[src/rtl/cpu_controller.sv]
// Multi-cycle control unit: fetches 16-bit instructions, owns PC/IR and drives every datapath control input.
// Latency: 3 cycles for ALU/store/branch/jump/NOP, 4 cycles for LOAD.
// No backpressure: memory is fixed 1-cycle synchronous read, and strobes are consumed in the cycle they assert.
module cpu_controller (
    input  logic        clk,
    input  logic        reset,
    input  logic [15:0] MemData,
    input  logic [4:0]  Flags,
    input  logic [15:0] AluBusB,
    output logic [15:0] PC,
    output logic        AddrSel,
    output logic        MemWrite,
    output logic        LdSel,
    output logic [15:0] RegEnable,
    output logic [3:0]  MuxControlA,
    output logic [3:0]  MuxControlB,
    output logic        MuxControlC,
    output logic [15:0] AluControl,
    output logic        FlagEnable
);

    typedef enum logic [1:0] {FETCH, DECODE, EXEC, LDWB} state_t;

    state_t      state, nextState;
    logic [15:0] ir, nextIr, nextPc;

    // Instruction fields
    logic [3:0]  op, rdest, ext;
    logic [15:0] disp;
    assign op    = ir[15:12];
    assign rdest = ir[11:8];
    assign ext   = ir[7:4];
    assign disp  = {{8{ir[7]}}, ir[7:0]};

    // Instruction classes; op 0100 is the memory/jump group, anything else outside ALU/Bcond is immediate ALU
    logic isRegAlu, isMemGrp, isLoad, isStor, isJcond, isBcond, isImmAlu, isCmp;
    assign isRegAlu = (op == 4'b0000);
    assign isMemGrp = (op == 4'b0100);
    assign isLoad   = isMemGrp && (ext == 4'b0000);
    assign isStor   = isMemGrp && (ext == 4'b0100);
    assign isJcond  = isMemGrp && (ext == 4'b1100);
    assign isBcond  = (op == 4'b1100);
    assign isImmAlu = !isRegAlu && !isMemGrp && !isBcond;
    assign isCmp    = (isRegAlu && ext == 4'b1011) || (op == 4'b1011);

    // IR-derived selects are valid for the whole instruction
    assign MuxControlA = rdest;
    assign MuxControlB = ir[3:0];
    assign MuxControlC = isImmAlu;
    assign AluControl  = ir;

    // Flag bits in {C,L,F,Z,N} order
    logic flagC, flagL, flagF, flagZ, flagN, taken;
    assign flagC = Flags[4];
    assign flagL = Flags[3];
    assign flagF = Flags[2];
    assign flagZ = Flags[1];
    assign flagN = Flags[0];

    // Condition code evaluation for Bcond/Jcond
    always_comb begin
        taken = 1'b0;
        case (rdest)
            4'h0: taken = flagZ;
            4'h1: taken = !flagZ;
            4'h2: taken = flagC;
            4'h3: taken = !flagC;
            4'h4: taken = flagL;
            4'h5: taken = !flagL;
            4'h6: taken = flagN;
            4'h7: taken = !flagN;
            4'h8: taken = flagF;
            4'h9: taken = !flagF;
            4'hA: taken = !flagL && !flagZ;
            4'hB: taken = flagL || flagZ;
            4'hC: taken = !flagN && !flagZ;
            4'hD: taken = flagN || flagZ;
            4'hE: taken = 1'b1;
            default: taken = 1'b0;
        endcase
    end

    // Next-state, PC/IR update and control strobes
    always_comb begin
        nextState  = state;
        nextIr     = ir;
        nextPc     = PC;
        AddrSel    = 1'b0;
        MemWrite   = 1'b0;
        LdSel      = 1'b0;
        RegEnable  = 16'h0000;
        FlagEnable = 1'b0;
        case (state)
            FETCH: nextState = DECODE;
            DECODE: begin
                nextIr    = MemData;
                nextState = EXEC;
            end
            EXEC: begin
                nextState = FETCH;
                if (isLoad) begin
                    AddrSel   = 1'b1;
                    nextState = LDWB;
                end else if (isStor) begin
                    AddrSel  = 1'b1;
                    MemWrite = 1'b1;
                    nextPc   = PC + 16'd1;
                end else if (isBcond) begin
                    nextPc = taken ? PC + disp : PC + 16'd1;
                end else if (isJcond) begin
                    nextPc = taken ? AluBusB : PC + 16'd1;
                end else if (isMemGrp) begin
                    nextPc = PC + 16'd1;
                end else begin
                    RegEnable  = isCmp ? 16'h0000 : (16'h0001 << rdest);
                    FlagEnable = 1'b1;
                    nextPc     = PC + 16'd1;
                end
            end
            LDWB: begin
                AddrSel   = 1'b1;
                LdSel     = 1'b1;
                RegEnable = 16'h0001 << rdest;
                nextPc    = PC + 16'd1;
                nextState = FETCH;
            end
            default: nextState = FETCH;
        endcase
        // Reset squashes any write in flight, including a store in EXEC or the load writeback
        if (reset) begin
            AddrSel    = 1'b0;
            MemWrite   = 1'b0;
            LdSel      = 1'b0;
            RegEnable  = 16'h0000;
            FlagEnable = 1'b0;
        end
    end

    // State, PC and IR registers
    always_ff @(posedge clk) begin
        if (reset) begin
            state <= FETCH;
            PC    <= 16'h0000;
            ir    <= 16'h0000;
        end else begin
            state <= nextState;
            PC    <= nextPc;
            ir    <= nextIr;
        end
    end

endmodule

[config.mk]
export PLATFORM = sky130hd
export DESIGN_NAME = cpu_controller
export DESIGN_NICKNAME = d
export VERILOG_FILES = /design/src/rtl/cpu_controller.sv
export SDC_FILE = /design/constraint.sdc
export NUM_CORES = 1
export LEC_CHECK = 0
export ABC_CLOCK_PERIOD_IN_PS = 2750
export BUFFER_PORTS_ARGS = -buffer_cell sky130_fd_sc_hd__buf_2
export CAP_MARGIN = 10
export CORE_ASPECT_RATIO = 1.75
export CORE_MARGIN = 2
export CORE_UTILIZATION = 50
export DETAILED_ROUTE_END_ITERATION = 12
export PLACE_DENSITY = 0.76
export SLEW_MARGIN = 20
export SYNTH_ARGS = -nofsm -noshare
export SYNTH_HDL_FRONTEND = slang
export SYNTH_SLANG_ARGS = --single-unit
[constraint.sdc]
create_clock -name clk -period 2.75 [get_ports clk]
set_input_delay 0.55 -clock clk [delete_from_list [all_inputs] [get_ports clk]]
set_output_delay 0.55 -clock clk [all_outputs]
set_load 0.03 [all_outputs]
-- Yosys cells after proc, flatten, opt, wreduce, memory -nomap -nowiden
Cells that the tools add are included.
- bits of input ports: 39
- word-level logic and storage cells: 89
- register bits after elaboration: 34
- reduce and logical (&&, ||, !) cells: 25
- equality and inequality tests: 24
- add/sub/neg operators: 2
- shift-type cells: 1
- muxes and demuxes: 34
- operator list (cell ; count):
    16-bit two-way mux ; 13
    16-bit case mux with 2 select lines ; 2
    4-bit == test, second input constant ; 11
    4-bit by 3-bit == test with 1-bit output, second input constant ; 6
    16-bit by 1-bit adder with 16-bit output, second input constant ; 1
    16-bit adder ; 1
    1-bit by 4-bit << shifter with 16-bit output, first input constant ; 1
    1-bit two-way mux ; 15
    1-bit case mux with 15 select lines ; 1
    4-bit zero test ; 3
    4-bit by 2-bit == test with 1-bit output, second input constant ; 2
    1-bit logical AND ; 8
    1-bit zero test ; 8
    2-bit case mux with 4 select lines ; 1
    2-bit == test, second input constant ; 2
    4-bit by 1-bit == test with 1-bit output, second input constant ; 1
    1-bit logical OR ; 3
    2-bit by 1-bit == test with 1-bit output, second input constant ; 1
    2-bit zero test ; 1
    2-bit two-way mux ; 1
    2-bit inequality test, second input constant ; 1
    1-bit case mux with 2 select lines ; 1
    2-bit AND reduction ; 1
    2-bit nonzero test ; 1

-- Depth between registers and ports, before layout
Gate-level depths: netlist (run 1).
- depth after elaboration: 11
- mapped depth: 10
- mapped depth without buffers: 10

-- Worst setup path before layout (run 1)
Ideal clock, no wire load.
- kind: flip-flop to output port
- start: register ir[14], in the netlist AluControl[14]
- end: output MemWrite
- slack: 0.018 ns
- cell stages (with the launch flop): 5
- data arrival time: 2.182 ns
- cells stage by stage: dfxtp_1 -> nor3b_4 -> nand2_1 -> or2_1 -> nor4_1
- word-level cells in the longest chain between the ends: 6
- ends and longest elaborated chain (item ; line ; text):
    start, declared ; 25 ; logic [15:0] ir, nextIr, nextPc;
    start signal, assigned ; 148 ; ir <= nextIr;
    4-bit by 3-bit == test with 1-bit output * ; 38 ; assign isMemGrp = (op == 4'b0100);
    1-bit logical AND ; 40 ; assign isStor = isMemGrp && (ext == 4'b0100);
    1-bit two-way mux ; 104 ; end else if (isStor) begin
    1-bit two-way mux * ; 101 ; if (isLoad) begin
    1-bit two-way mux * ; 93 ; case (state)
    1-bit two-way mux * ; 130 ; if (reset) begin
    end, declared ; 12 ; output logic MemWrite,
Every way passes the cells marked *; elsewhere a longest branch is shown, timed or not.

-- Final worst setup path (run 1)
Same ends and word-level chain as after synthesis.

==> reports/metrics.cfg, run 1 <==
[die]
core-area_um2=6133
initial_core_util_pct=51.26
die_y_um=108.9
num_io_pins=100
die-area_um2=6964
rows=38
die_w_um=63.95

[setup_path]
path_max_fanout=6
worst_setup_path_start_kind=flop
ff2ff_path_depth=10
cp.arrival_ns=2.03
worstPathRequired_ns=2.20
crit_type=flop to output pin
critPathSlowestCell=dfxtp_1
cpPeakStageDelay_ns=0.42
end_kind=output pin
crit_path_cell_trace=nor3b_4, nand2_1, or2_1, nor4_1, buf_2

[placement]
dpl.hpwl_mm=7.310
port_buffers=99
dp_cells=573
place_congestion=0.8894

[yosys]
ys_top_cells_by_count=nand2_1 (54), a21oi_1 (42), dfxtp_1 (34)
ys_async_sr_fraction_pct=0
synth_area_leaders=dfxtp_1 (22%), a21oi_1 (6.7%), nand2_1 (6.4%)
yosysSeqAreaShare_pct=21.65
yosys_warnings=0
synth_most_common_cell=nand2_1
synthCells=406
synth_fp_nets=462
avgSynthCellArea_um2=7.744
synth.cell_area_um2=3144
synth_top_area_share_pct=21.65
synth_ff_type=dfxtp_1
synth_edf_count=0
synth_cell_type_count=77
yosys.area.top_type=dfxtp_1
ys_ff_latch=34

[run_status]
status=complete, no violations

[cells_and_area]
diodes=0
drive_gt1_share_pct=30.08
nets=557
final_cells=582
areaGrowthSynthToFinish_pct=21.09

[clock_network]
cts_tree=done
numCtsBuffers=5
clock-root-buffer=clkbuf_8
clk_pin_slew_ns=0.08
clockBufferDepth=2
clock-sinks=34
htreeDepth=2
clock_latency_ns=0.31

[route]
detail_route.iter0.violations=202
drt-vias-per-instance=5.935
antenna_left=0
wl_mm=9.490
post_drt_wl_per_cell_um=16.31
drt_pre_antenna_iters=4
drc=0
vias=3454

[power]
p_leak_uw=0.001791
swShare_pct=38.84
power.density_nw_per_um2=427.2
irDropWorstVdd_mv=0.3408
combinationalPowerShare_pct=33.8
power.switching_uw=631.8
clkPwrFrac_pct=29.8
pwr-share-seq_pct=36.4
internal_power_uw=994.9

[grt]
antenna_found_initial=0
grt-ovfl-total=0
grt_max_degree=30
grt_pass1_vias=3246
grt_pass1_wl_mm=15.05
track_usage_pct=27.11

[timing]
rsz0062_at_grt=false
fmax_mhz=387.1
setup_viol=0
period_needed_ns=2.584
final_hold_viol_count=0
slew_violations=0
slew_headroom_pct=59.23
clock_skew_ns=0.009321
period_share_pct=93.95
worst_slew_pin_slew_ns=0.6115
setup-tns-final_ns=0

[min_path]
hold_path.class=primary input to flop
hold_depth=3

[job]
cap_violations=0

[power groups by stage]
stage | clock, uW | sequential [uW] | combinational, uW
after CTS | 491 | 591 | 546
after detailed placement | 0 | 603 | 542
after global placement | 0 | 600 | 535
final | 484 | 592 | 551
after floorplan | 0 | 644 | 355
after global routing | 508 | 600 | 597
[worst max-delay path: cells and delay by family, from the launching register on]
kind / cells / cell delay (ns)
AND/OR/NAND/NOR: 4 / 1.04
flip-flops: 1 / 0.42
buffers and inverters: 1 / 0.26
[layout by cell type, fill, tap and decap left out, drive strengths merged, types with 8 or more instances in the layout]
| cell type | count |
|---|---|
| inv | 16 |
| nor2 | 33 |
| dfxtp | 34 |
| o21ai | 16 |
| nand3 | 10 |
| a21o | 8 |
| buf | 119 |
| a31oi | 8 |
| nand2 | 55 |
| nor3 | 13 |
| a21oi | 43 |
| xor2 | 8 |
| ha | 16 |
[flip-flops by register name (all words and copies together), names as in the netlist]
register / flops
state: 2
PC: 16
AluControl: 16
[kinds of logic after synthesis]
kind of cell             count (synthesis)  synth area share (%)
AND/OR/NAND/NOR                        151                 23.36
flip-flops                              34                 21.65
adder cells (fa/ha/maj)                 17                 7.004
multiplexers                             4                 1.273
AO/OA/AOI/OAI                          139                 34.34
XOR/XNOR                                14                 3.900
buffers and inverters                   47                 8.476
[final timing paths]
check / start / to / slack (ns)
hold reg to reg: AluControl[0] / AluControl[0] / 0.49
setup / recovery: AluControl[14] / MemWrite / 0.17
setup reg to reg: AluControl[0] / PC[12] / 0.21
hold / removal: MemData[10] / AluControl[10] / 0.48
[layer usage]
layer,wire [um],part of all wire [%],track usage (%),vias up
li1,-,-,-,1688
met4,365,3.8,18.17,0
met3,573,6.0,4.128,35
met5,0,0,0,-
met1,3625,38,28.86,1597
met2,4925,52,48.51,134
[through the flow]
stage | setup WS [ns] | utilization (%) | power (uW) | area (um2) | hold slack, ns
floorplan | 0.01791 | - | 999.0 | 3144 | 0.6056
global placement | 0.2388 | 59.93 | 1135 | 3676 | 0.4715
detailed placement | 0.1734 | 59.93 | 1145 | 3676 | 0.4824
CTS | 0.1519 | 61.79 | 1629 | 3790 | 0.4696
global route | 0.01092 | 62.08 | 1705 | 3807 | 0.4856
finish | 0.1664 | 62.08 | 1627 | 3807 | 0.4787
[final cells by class]
class,count,area (um2)
Clock inverter,3,45.04
Inverter,16,60.06
Fill cell,567,2326
Multi-Input combinational cell,325,2207
Clock buffer,5,68.82
Sequential cell,34,680.7
Timing Repair Buffer,119,645.6
Tap cell,80,100.1
[what timing repair did]
action	4_1_cts	5_1_grt
resized for setup	0	2
hold endpoints to repair	0	0
endpoints found under the setup margin	0	3
buffers inserted	0	1
hold buffers	0	0
(Power assumes the default switching activity.)
==> inputs of run 2 (changes only) <==
ABC_CLOCK_PERIOD_IN_PS = 2200   (was 2750)
CORE_UTILIZATION = 47   (was 50)
HOLD_SLACK_MARGIN = 0.15   (was not set)
PLACE_DENSITY = 0.75   (was 0.76)
clock period = 2.2 ns   (was 2.75 ns; I/O delays follow)
==> run 2 against run 1 <==
The flow now finishes with violations (negative setup slack). First-iteration DRC count up 50%. Clock skew down 0.0031 ns. Design area up 31%. Setup slack worse by 0.33 ns. Critical path type is now flop to flop. Via count up 14%. Combinational power up 78%. Largest cell class unchanged. Critical path depth up 5. Sequential share of layout area down 3.3 points. Non-clock buffer count up 68. Power up 50%.
==> reports/metrics.cfg, run 2 (synthesized netlist as in run 1, its figures left out) <==
[route]
drt-vias-per-instance=6.047
drc=0
antenna_left=0
drt_pre_antenna_iters=5
vias=3949
post_drt_wl_per_cell_um=18.63
wl_mm=12.16
detail_route.iter0.violations=304

[setup_path]
worst_setup_path_start_kind=flop
critPathTopFamily=compound AO/OA/AOI/OAI gates
crit_type=flop to flop
setup.worst_path.start=AluControl[0]
worstPathRequired_ns=2.40
rr_endpoint=PC[12]
path_buf_inv=1
crit_cells=10
setup.worst_path.end=PC[12]
cpPeakStageDelay_ns=0.37
cp.arrival_ns=2.56
path_max_fanout=4
cp_common_cell=o31a_1
r2r_start=AluControl[0]
ff2ff_path_depth=10
rrSetupSlack_ns=-0.16
end_kind=flop
crit_path_cell_trace=ha_4, inv_2, fa_2, nand2b_4, a21oi_4, o31a_1, o31a_1, a2111oi_2, a311o_1, a31oi_1
critPathSlowestCell=fa_2

[clock_network]
clock-root-buffer=clkbuf_16
ctsHoldBuffers=0
clockBufferDepth=2
cts_tree=done
htreeDepth=2
clk_pin_slew_ns=0.06
clock-sinks=34
clock_latency_ns=0.28
numCtsBuffers=5

[grt]
antenna_found_initial=0
track_usage_pct=30.12
grt_pass1_vias=3800
grt-ovfl-total=0
grt_pass1_wl_mm=17.55
grt_max_degree=30

[die]
core-area_um2=6490
rows=39
die_w_um=65.83
num_io_pins=100
die-area_um2=7386
die_y_um=112.2
initial_core_util_pct=48.45

[timing]
worst_slack_ns=-0.1625
worst_slew_pin_slew_ns=0.6623
clock_skew_ns=0.006219
setup_viol=12
fmax_mhz=423.3
slew_violations=0
slew_headroom_pct=55.85
rsz0062_at_grt=true
setup-tns-final_ns=-0.5967
final_hold_viol_count=0
period_share_pct=107.4
period_needed_ns=2.363

[cells_and_area]
final_common_cell=buf_4
areaGrowthSynthToFinish_pct=59.21
layout_common_cells=buf_4 (86), buf_2 (84), nand2_1 (53), a21oi_1 (39), nor2_1 (31)
diodes=0
drive_gt1_share_pct=51.31
nets=626

[power]
power.density_nw_per_um2=486.1
p_total_uw=2434
irDropWorstVdd_mv=0.2642
p_leak_uw=0.002252

[placement]
dpl.hpwl_mm=8.224
place_congestion=0.9221
port_buffers=99

[run_status]
status=finished with violations
violations=negative setup slack

[job]
cap_violations=0

[min_path]
hold_path.class=primary input to flop

## run 2: changes by cell type in the layout (fill, tap and decap cells not counted), sizes merged
cell | previous run | this run
o311ai | 1 | 2
clkbuf | 5 | 7
bufinv | 1 | 0
clkinv | 0 | 1
buf | 119 | 186
clkinvlp | 2 | 1
## run 2: final cells by class
type	count	area (um2)
tap	82	102.6
fill	430	1484
clock buffer	6	138.9
inverter	16	60.06
clock inverter	2	12.51
sequential	34	729.5
timing repair buffer	187	1306
multi-input combinational	326	2656
## run 2: worst min path at each step
| stage | startpoint | to | slack, ns | cells past startpoint |
|---|---|---|---|---|
| global placement | AluControl[14] | AluControl[14] | 0.47 | 2 |
| floorplan | AluControl[0] | AluControl[0] | 0.53 | 2 |
| finish | MemData[5] | AluControl[5] | 0.38 | 3 |
| CTS | MemData[4] | AluControl[4] | 0.38 | 3 |
| global route | MemData[2] | AluControl[2] | 0.40 | 3 |
| detailed placement | AluControl[14] | AluControl[14] | 0.48 | 2 |
## run 2: worst min-delay path, stage by stage
cell and delay, ns:
buf_2 0.09, nand2_1 0.04, a21oi_1 0.05
## run 2: report_power, final
| group | switching (uW) | total, uW | internal [uW] |
|---|---|---|---|
| sequential | 64.0 | 727 | 663 |
| clock | 280 | 728 | 448 |
| combinational | 574 | 979 | 404 |
| total | 918 | 2430 | 1520 |
## run 2: metal layers
layer / part of all wire [%] / wire (um) / GRT usage (%)
met5: 0 / 0 / 0
met4: 4.9 / 600 / 19.86
met3: 5.7 / 693 / 4.409
met2: 54 / 6619 / 54.88
met1: 35 / 4249 / 30.34
## run 2: repair_timing
| item | 4_1_cts | 5_1_grt |
|---|---|---|
| buffers inserted | 6 | 14 |
| resized for setup | 22 | 96 |
| cloned | 1 | 1 |
| hold endpoints to repair | 0 | 0 |
| pin swaps | 15 | 55 |
| endpoints found under the setup margin | 31 | 33 |
## run 2: stage by stage
step                      hold WS, ns  instance area [um2]  worst slack [ns]  cells  utilization (%)
after global routing           0.4000                 5006           -0.2688    653            77.14
after floorplan                0.5303                 3243          -0.06964    406                -
after CTS                      0.3792                 4488           -0.1262    639            69.15
after detailed placement       0.4775                 4195           -0.3262    624            64.64
final                          0.3837                 5006           -0.1625    653            77.14
after global placement         0.4714                 4195           -0.2296    624            64.64
